## src/rtl/ddr_rx_deser.sv

```systemverilog
// ddr_rx_deser
// Receive side of the ODDR loopback path. The rise/fall bit pair captured each
// clk by the input DDR stage is treated as one serial stream (rise bit first).
// The receiver hunts for SYNC_WORD at either bit phase, locks, deserialises
// FRAME_LEN words per frame and buffers them in a first-word-fall-through FIFO.
//
// Ports:
//   clk, rst        system clock, asynchronous active-high reset
//   enable          receiver run; low forces IDLE and ignores the input
//   ddr_rise        earlier bit of the pair (captured on the rising edge)
//   ddr_fall        later bit of the pair (captured on the falling edge)
//   data_out        FIFO head word; holds its last value while data_valid=0
//   data_valid      data_out holds a word
//   data_ready      consumer accepts; pop on data_valid & data_ready
//   locked          frame alignment held
//   sync_ok         one-cycle pulse per matching sync word while locked
//   overflow        sticky: a word was dropped because the FIFO was full
//
// Optional feature macro: DDR_RX_ERR_CNT_EN
//   adds sync_err_cnt (16 bit) and lock_loss_cnt (8 bit) saturating counters,
//   both cleared when the receiver leaves IDLE.

module ddr_rx_deser #(
  parameter int                WORD_W     = 8,
  parameter logic [WORD_W-1:0] SYNC_WORD  = 8'hA5,
  parameter int                FRAME_LEN  = 4,
  parameter int                MAX_MISS   = 3,
  parameter int                FIFO_DEPTH = 8
) (
  input  logic              clk,
  input  logic              rst,
  input  logic              enable,
  input  logic              ddr_rise,
  input  logic              ddr_fall,
  output logic [WORD_W-1:0] data_out,
  output logic              data_valid,
  input  logic              data_ready,
  output logic              locked,
  output logic              sync_ok,
  output logic              overflow
`ifdef DDR_RX_ERR_CNT_EN
  ,
  output logic [15:0]       sync_err_cnt,
  output logic [7:0]        lock_loss_cnt
`endif
);

  localparam int HALF  = WORD_W / 2;
  localparam int CYC_W = $clog2(HALF);
  localparam int PTR_W = $clog2(FIFO_DEPTH);
  localparam logic [CYC_W-1:0] CYC_LAST  = CYC_W'(HALF - 1);
  localparam logic [7:0]       WORD_LAST = 8'(FRAME_LEN - 1);
  localparam logic [3:0]       MISS_LAST = 4'(MAX_MISS - 1);
  localparam logic [PTR_W-1:0] MEM_FULL  = PTR_W'(FIFO_DEPTH - 1);

  typedef enum logic [1:0] {IDLE, HUNT, DATA, CHECK} state_t;

  state_t            state, state_nx;
  logic [WORD_W:0]   sr;
  logic              phase;
  logic [CYC_W-1:0]  cyc_cnt;
  logic [7:0]        word_cnt;
  logic [3:0]        miss_cnt;

  logic              p0_hit, p1_hit, in_frame, word_done;
  logic [WORD_W-1:0] word;
  logic              lock_now, push, sync_hit, miss_event, lose_lock, leave_idle;

  // The FIFO head lives in data_out; mem holds the entries queued behind it,
  // so at most FIFO_DEPTH-1 mem slots are ever occupied.
  logic [WORD_W-1:0] mem [FIFO_DEPTH];
  logic [PTR_W-1:0]  rd_ptr, wr_ptr, mem_cnt;
  logic              pop, full, accept, mem_empty, mem_rd, mem_wr;

  assign p0_hit     = (sr[WORD_W-1:0] == SYNC_WORD);
  assign p1_hit     = (sr[WORD_W:1] == SYNC_WORD);
  assign word       = phase ? sr[WORD_W:1] : sr[WORD_W-1:0];
  assign in_frame   = (state == DATA) || (state == CHECK);
  assign word_done  = in_frame && (cyc_cnt == CYC_LAST);
  assign leave_idle = (state == IDLE) && enable;

  // State register
  always_ff @(posedge clk or posedge rst) begin
    if (rst) state <= IDLE;
    else     state <= state_nx;
  end

  // Next state and per-cycle control strobes; P0 wins when both windows match
  always_comb begin
    state_nx   = state;
    lock_now   = 1'b0;
    push       = 1'b0;
    sync_hit   = 1'b0;
    miss_event = 1'b0;
    lose_lock  = 1'b0;
    if (!enable) begin
      state_nx = IDLE;
    end else begin
      case (state)
        IDLE: state_nx = HUNT;
        HUNT: begin
          if (p0_hit || p1_hit) begin
            lock_now = 1'b1;
            state_nx = DATA;
          end
        end
        DATA: begin
          if (word_done) begin
            push = 1'b1;
            if (word_cnt == WORD_LAST) state_nx = CHECK;
          end
        end
        CHECK: begin
          if (word_done) begin
            if (word == SYNC_WORD) begin
              sync_hit = 1'b1;
              state_nx = DATA;
            end else begin
              miss_event = 1'b1;
              if (miss_cnt == MISS_LAST) begin
                lose_lock = 1'b1;
                state_nx  = HUNT;
              end else begin
                state_nx = DATA;
              end
            end
          end
        end
        default: state_nx = IDLE;
      endcase
    end
  end

  // Shift register, word/frame counters and lock status. Dropping enable
  // clears the shift register, which throws away any partial word.
  always_ff @(posedge clk or posedge rst) begin
    if (rst) begin
      sr       <= '0;
      phase    <= 1'b0;
      cyc_cnt  <= '0;
      word_cnt <= '0;
      miss_cnt <= '0;
      locked   <= 1'b0;
      sync_ok  <= 1'b0;
    end else begin
      sync_ok <= sync_hit;
      if (!enable) begin
        sr     <= '0;
        locked <= 1'b0;
      end else begin
        sr <= {sr[WORD_W-2:0], ddr_rise, ddr_fall};
        if (lock_now) begin
          phase    <= ~p0_hit;
          locked   <= 1'b1;
          cyc_cnt  <= '0;
          word_cnt <= '0;
          miss_cnt <= '0;
        end else if (in_frame) begin
          cyc_cnt <= word_done ? '0 : cyc_cnt + 1'b1;
          if (push) word_cnt <= (state_nx == CHECK) ? '0 : word_cnt + 1'b1;
          if (sync_hit)        miss_cnt <= '0;
          else if (miss_event) miss_cnt <= miss_cnt + 1'b1;
          if (lose_lock) locked <= 1'b0;
        end
      end
    end
  end

  // A push goes straight into the head register only when nothing is queued
  // ahead of it; otherwise it is appended to mem.
  assign pop       = data_valid && data_ready;
  assign full      = data_valid && (mem_cnt == MEM_FULL);
  assign accept    = push && (!full || pop);
  assign mem_empty = (mem_cnt == '0);
  assign mem_rd    = pop && !mem_empty;
  assign mem_wr    = accept && data_valid && !(pop && mem_empty);

  // FIFO storage behind the head
  always_ff @(posedge clk) begin
    if (mem_wr) mem[wr_ptr] <= word;
  end

  // FIFO head, pointers and sticky overflow
  always_ff @(posedge clk or posedge rst) begin
    if (rst) begin
      data_out   <= '0;
      data_valid <= 1'b0;
      rd_ptr     <= '0;
      wr_ptr     <= '0;
      mem_cnt    <= '0;
      overflow   <= 1'b0;
    end else begin
      if (mem_rd) begin
        data_out <= mem[rd_ptr];
        rd_ptr   <= rd_ptr + 1'b1;
      end else if (accept && !mem_wr) begin
        data_out   <= word;
        data_valid <= 1'b1;
      end else if (pop) begin
        data_valid <= 1'b0;
      end
      if (mem_wr) wr_ptr <= wr_ptr + 1'b1;
      case ({mem_wr, mem_rd})
        2'b10:   mem_cnt <= mem_cnt + 1'b1;
        2'b01:   mem_cnt <= mem_cnt - 1'b1;
        default: mem_cnt <= mem_cnt;
      endcase
      if (leave_idle)          overflow <= 1'b0;
      else if (push && !accept) overflow <= 1'b1;
    end
  end

`ifdef DDR_RX_ERR_CNT_EN
  // Saturating error statistics, restarted each time the receiver is enabled
  always_ff @(posedge clk or posedge rst) begin
    if (rst) begin
      sync_err_cnt  <= '0;
      lock_loss_cnt <= '0;
    end else if (leave_idle) begin
      sync_err_cnt  <= '0;
      lock_loss_cnt <= '0;
    end else begin
      if (miss_event && (sync_err_cnt != 16'hFFFF)) sync_err_cnt  <= sync_err_cnt + 1'b1;
      if (lose_lock && (lock_loss_cnt != 8'hFF))    lock_loss_cnt <= lock_loss_cnt + 1'b1;
    end
  end
`endif

endmodule

```

## config.mk

```make
export PLATFORM = sky130hd
export DESIGN_NAME = ddr_rx_deser
export DESIGN_NICKNAME = d
export VERILOG_FILES = /design/src/rtl/ddr_rx_deser.sv
export SDC_FILE = /design/constraint.sdc
export NUM_CORES = 1
export LEC_CHECK = 0
export ABC_AREA = 1
export BUFFER_PORTS_ARGS = -buffer_cell sky130_fd_sc_hd__buf_2
export CAP_MARGIN = 25
export CORE_UTILIZATION = 55
export CTS_CLUSTER_DIAMETER = 120
export CTS_CLUSTER_SIZE = 28
export DETAILED_ROUTE_END_ITERATION = 8
export MAX_ROUTING_LAYER = met4
export PLACE_DENSITY = 0.72
export SLEW_MARGIN = 20
export SYNTH_ARGS = -nofsm -noshare
export SYNTH_HDL_FRONTEND = slang
export SYNTH_SLANG_ARGS = --single-unit
```

## constraint.sdc

```tcl
create_clock -name clk -period 6.6 [get_ports clk]
set_input_delay 0.99 -clock clk [delete_from_list [all_inputs] [get_ports clk]]
set_output_delay 0.99 -clock clk [all_outputs]
set_load 0.05 [all_outputs]
```

==> results.yml <==
clocking:
  clock-sinks: 111
  cts-root-buf: "clkbuf_8"
  hold_buffers: 0
  cts_tree: "done"
  path_clk_slew_ns: 0.09
  cts_buffers: 9
  cts-resized-gates: 0
  clockBufferDepth: 2
  clk_latency_ns: 0.37
  postCtsSetupBuffers: 0
  htree_levels: 3
pwr:
  p_leak_uw: 0.002174
  power_frac_comb_pct: 24.1
  clkPwrFrac_pct: 24.8
  p_sw_uw: 603.3
  power.density_nw_per_um2: 313.0
  switching_share_pct: 36.00
  p_int_uw: 1073
  pwr-share-seq_pct: 51.1
  ir_worst_vdd_uv: 189.0
route:
  wire_per_inst_microns: 16.23
  route.met2.wl_microns: 5092
  first_pass_iters: 4
  antenna_left: 0
  drt-total-wl_microns: 10030
  vias: 3468
  drc: 0
  drtIter0Drc: 196
  maxUsedRoutingLayer: "met4"
  via_per_inst: 5.612
  wl_met1_microns: 4218
  dr_wl_met3_microns: 544
yosys:
  yosys_register_bits: 111
  synth.top_cell.area_share_pct: 38.50
  synth_ff_type: "edfxtp_1"
  synth_cell_types: 37
  synth-warning-count: 0
  ys_seq_area_share_pct: 62.06
  synth.area.top_cells: "edfxtp_1, dfrtp_1, nand2_1, o21ai_0, nor2_1"
  ys_async_sr_fraction_pct: 42.34
  synth_edf_count: 64
  synth.largest_area_cell: "edfxtp_1"
  postSynthAreaPerCell_sq_um: 10.17
  yosys-top-cells-count: "nand2_1, edfxtp_1, nor2_1"
  post-synth-top-count-cell: "nand2_1"
  syn_area_sq_um: 4992
  synth_nets: 505
  synthCells: 491
grt:
  antenna_found_initial: 0
  grt_pass1_wl_microns: 16610
  overflow: 0
  grt_pass1_vias: 3348
  grt_max_degree: 48
  grt_usage_pct: 23.45
placement:
  place_area_sq_um: 5130
  dp_hpwl_microns: 7026
  dpl.cell_count: 600
  gp_congestion: 0.8778
  port_buffers: 17
final_layout:
  antenna-diode-count: 0
  fin_area_sq_um: 5354
  fin_nets: 519
  area_growth_pct: 7.243
  final_cells: 618
  drive_gt1_share_pct: 10.59
timing:
  fin_crit_ns: 2.955
  fin_crit_sh_pct: 44.78
  relSlewSlack_pct: 30.31
  hold_viol: 0
  setup-tns-final_ns: 0
  setup_viol: 0
  tightest_slew_ns: 1.037
  fin_skew_ns: 0.01430
  whs_ns: 0.5043
  slew_viol_final: 0
  rsz0062_at_grt: "no"
  fmax_ghz: 0.3384
floorplanning:
  die_height_microns: 97.27
  dieArea_sq_um: 9461
  core-area_sq_um: 8763
  rows: 34
  die_w_microns: 97.27
  start_util_pct: 56.97
  ios: 18
outcome:
  status: "complete, no violations"
job:
  cap_viol_max_count: 0
setup_path:
  cp_max_fo: 18
  cp-start-kind: "input pin"
  required_ns: 6.59
  cp.arrival_ns: 2.95
  cp-end-kind: "flip-flop"
  setup.worst_path.class: "input pin to flip-flop"
worst_hold_path:
  hold_class: "flip-flop to flip-flop"
## cells in the final DEF, fill, tap and decap left out, types with 3 or more instances in the layout
cell type	count
nand2_1	108
edfxtp_1	64
nor2_1	52
inv_1	49
dfrtp_1	47
o21ai_0	39
nand3_1	21
buf_2	19
o221ai_1	16
a21oi_1	14
nor3_1	11
a31oi_1	9
clkbuf_8	9
ha_1	7
xor2_1	4
nor3_2	4
nand4_1	4
inv_4	3
## worst paths after layout
check	start	endpoint	slack (ns)	cells after the start
worst min-delay path	sr[0]$_DFF_PP0_	sr[2]$_DFF_PP0_	0.50	2
worst max register to register	mem_cnt[0]$_DFFE_PP0P_	mem_cnt[2]$_DFFE_PP0P_	3.80	10
min in group asynchronous	rst	sr[4]$_DFF_PP0_	0.75	2
max in group asynchronous	rst	rd_ptr[2]$_DFFE_PP0P_	5.38	2
worst min register to register	sr[0]$_DFF_PP0_	sr[2]$_DFF_PP0_	0.50	2
worst max-delay path	enable	mem[6][2]$_DFFE_PP_	3.64	10
## power by group through the flow
stage,Sequential (uW),Combinational (uW),Clock [uW]
global route,868,449,451
floorplan,926,250,0
detailed placement,870,407,0
CTS,857,407,423
global placement,867,399,0
finish,857,403,416
## critical path, stage by stage
cell and delay (ns):
buf_2 0.27, clkinv_2 0.15, nor2_4 0.14, inv_2 0.06, nor2_4 0.12, inv_4 0.06, nor2_8 0.14, inv_4 0.05
or2_4 0.26, nor3_1 0.70
## state kept, by name, indices dropped and copies added (netlist names)
name / flops
mem: 64
sr: 9
data_out: 8
word_cnt: 8
miss_cnt: 4
mem_cnt: 3
rd_ptr: 3
wr_ptr: 3
cyc_cnt: 2
state: 2
data_valid: 1
locked: 1
overflow: 1
phase: 1
sync_ok: 1
## stage by stage
stage	worst slack [ns]	power (uW)	util [%]
floorplan	3.662	1176	-
global placement	3.143	1267	58.42
detailed placement	3.113	1278	58.54
CTS	3.524	1687	60.85
global route	3.415	1768	61.09
finish	3.645	1676	61.09
## cell families (layout without fill, tap and decap cells)
kind of cell	after synthesis	count (layout)	share of synthesized area (%)
flip-flops	111	111	62.06
XOR/XNOR	5	5	0.8772
buffers and inverters	74	93	6.315
AND/OR/NAND/NOR	208	208	17.89
adder cells (fa/ha/maj)	8	8	2.155
AO/OA/AOI/OAI	85	85	10.70
## routing by layer
layer  vias up  track usage (%)
li1       1689                -
met3        16            4.604
met2        79            38.89
met5         -                -
met4         0            8.484
met1      1684            28.83
## layout make-up
class	instances	area [sq um]
multi-input cells	306	1594
inverters	57	224.0
well taps	108	135.1
flip-flops and latches	111	3098
clock inverters	6	75.07
clock buffers	10	127.6
repair buffers	20	100.1
fillers	702	3410
(Power assumes the default switching activity.)
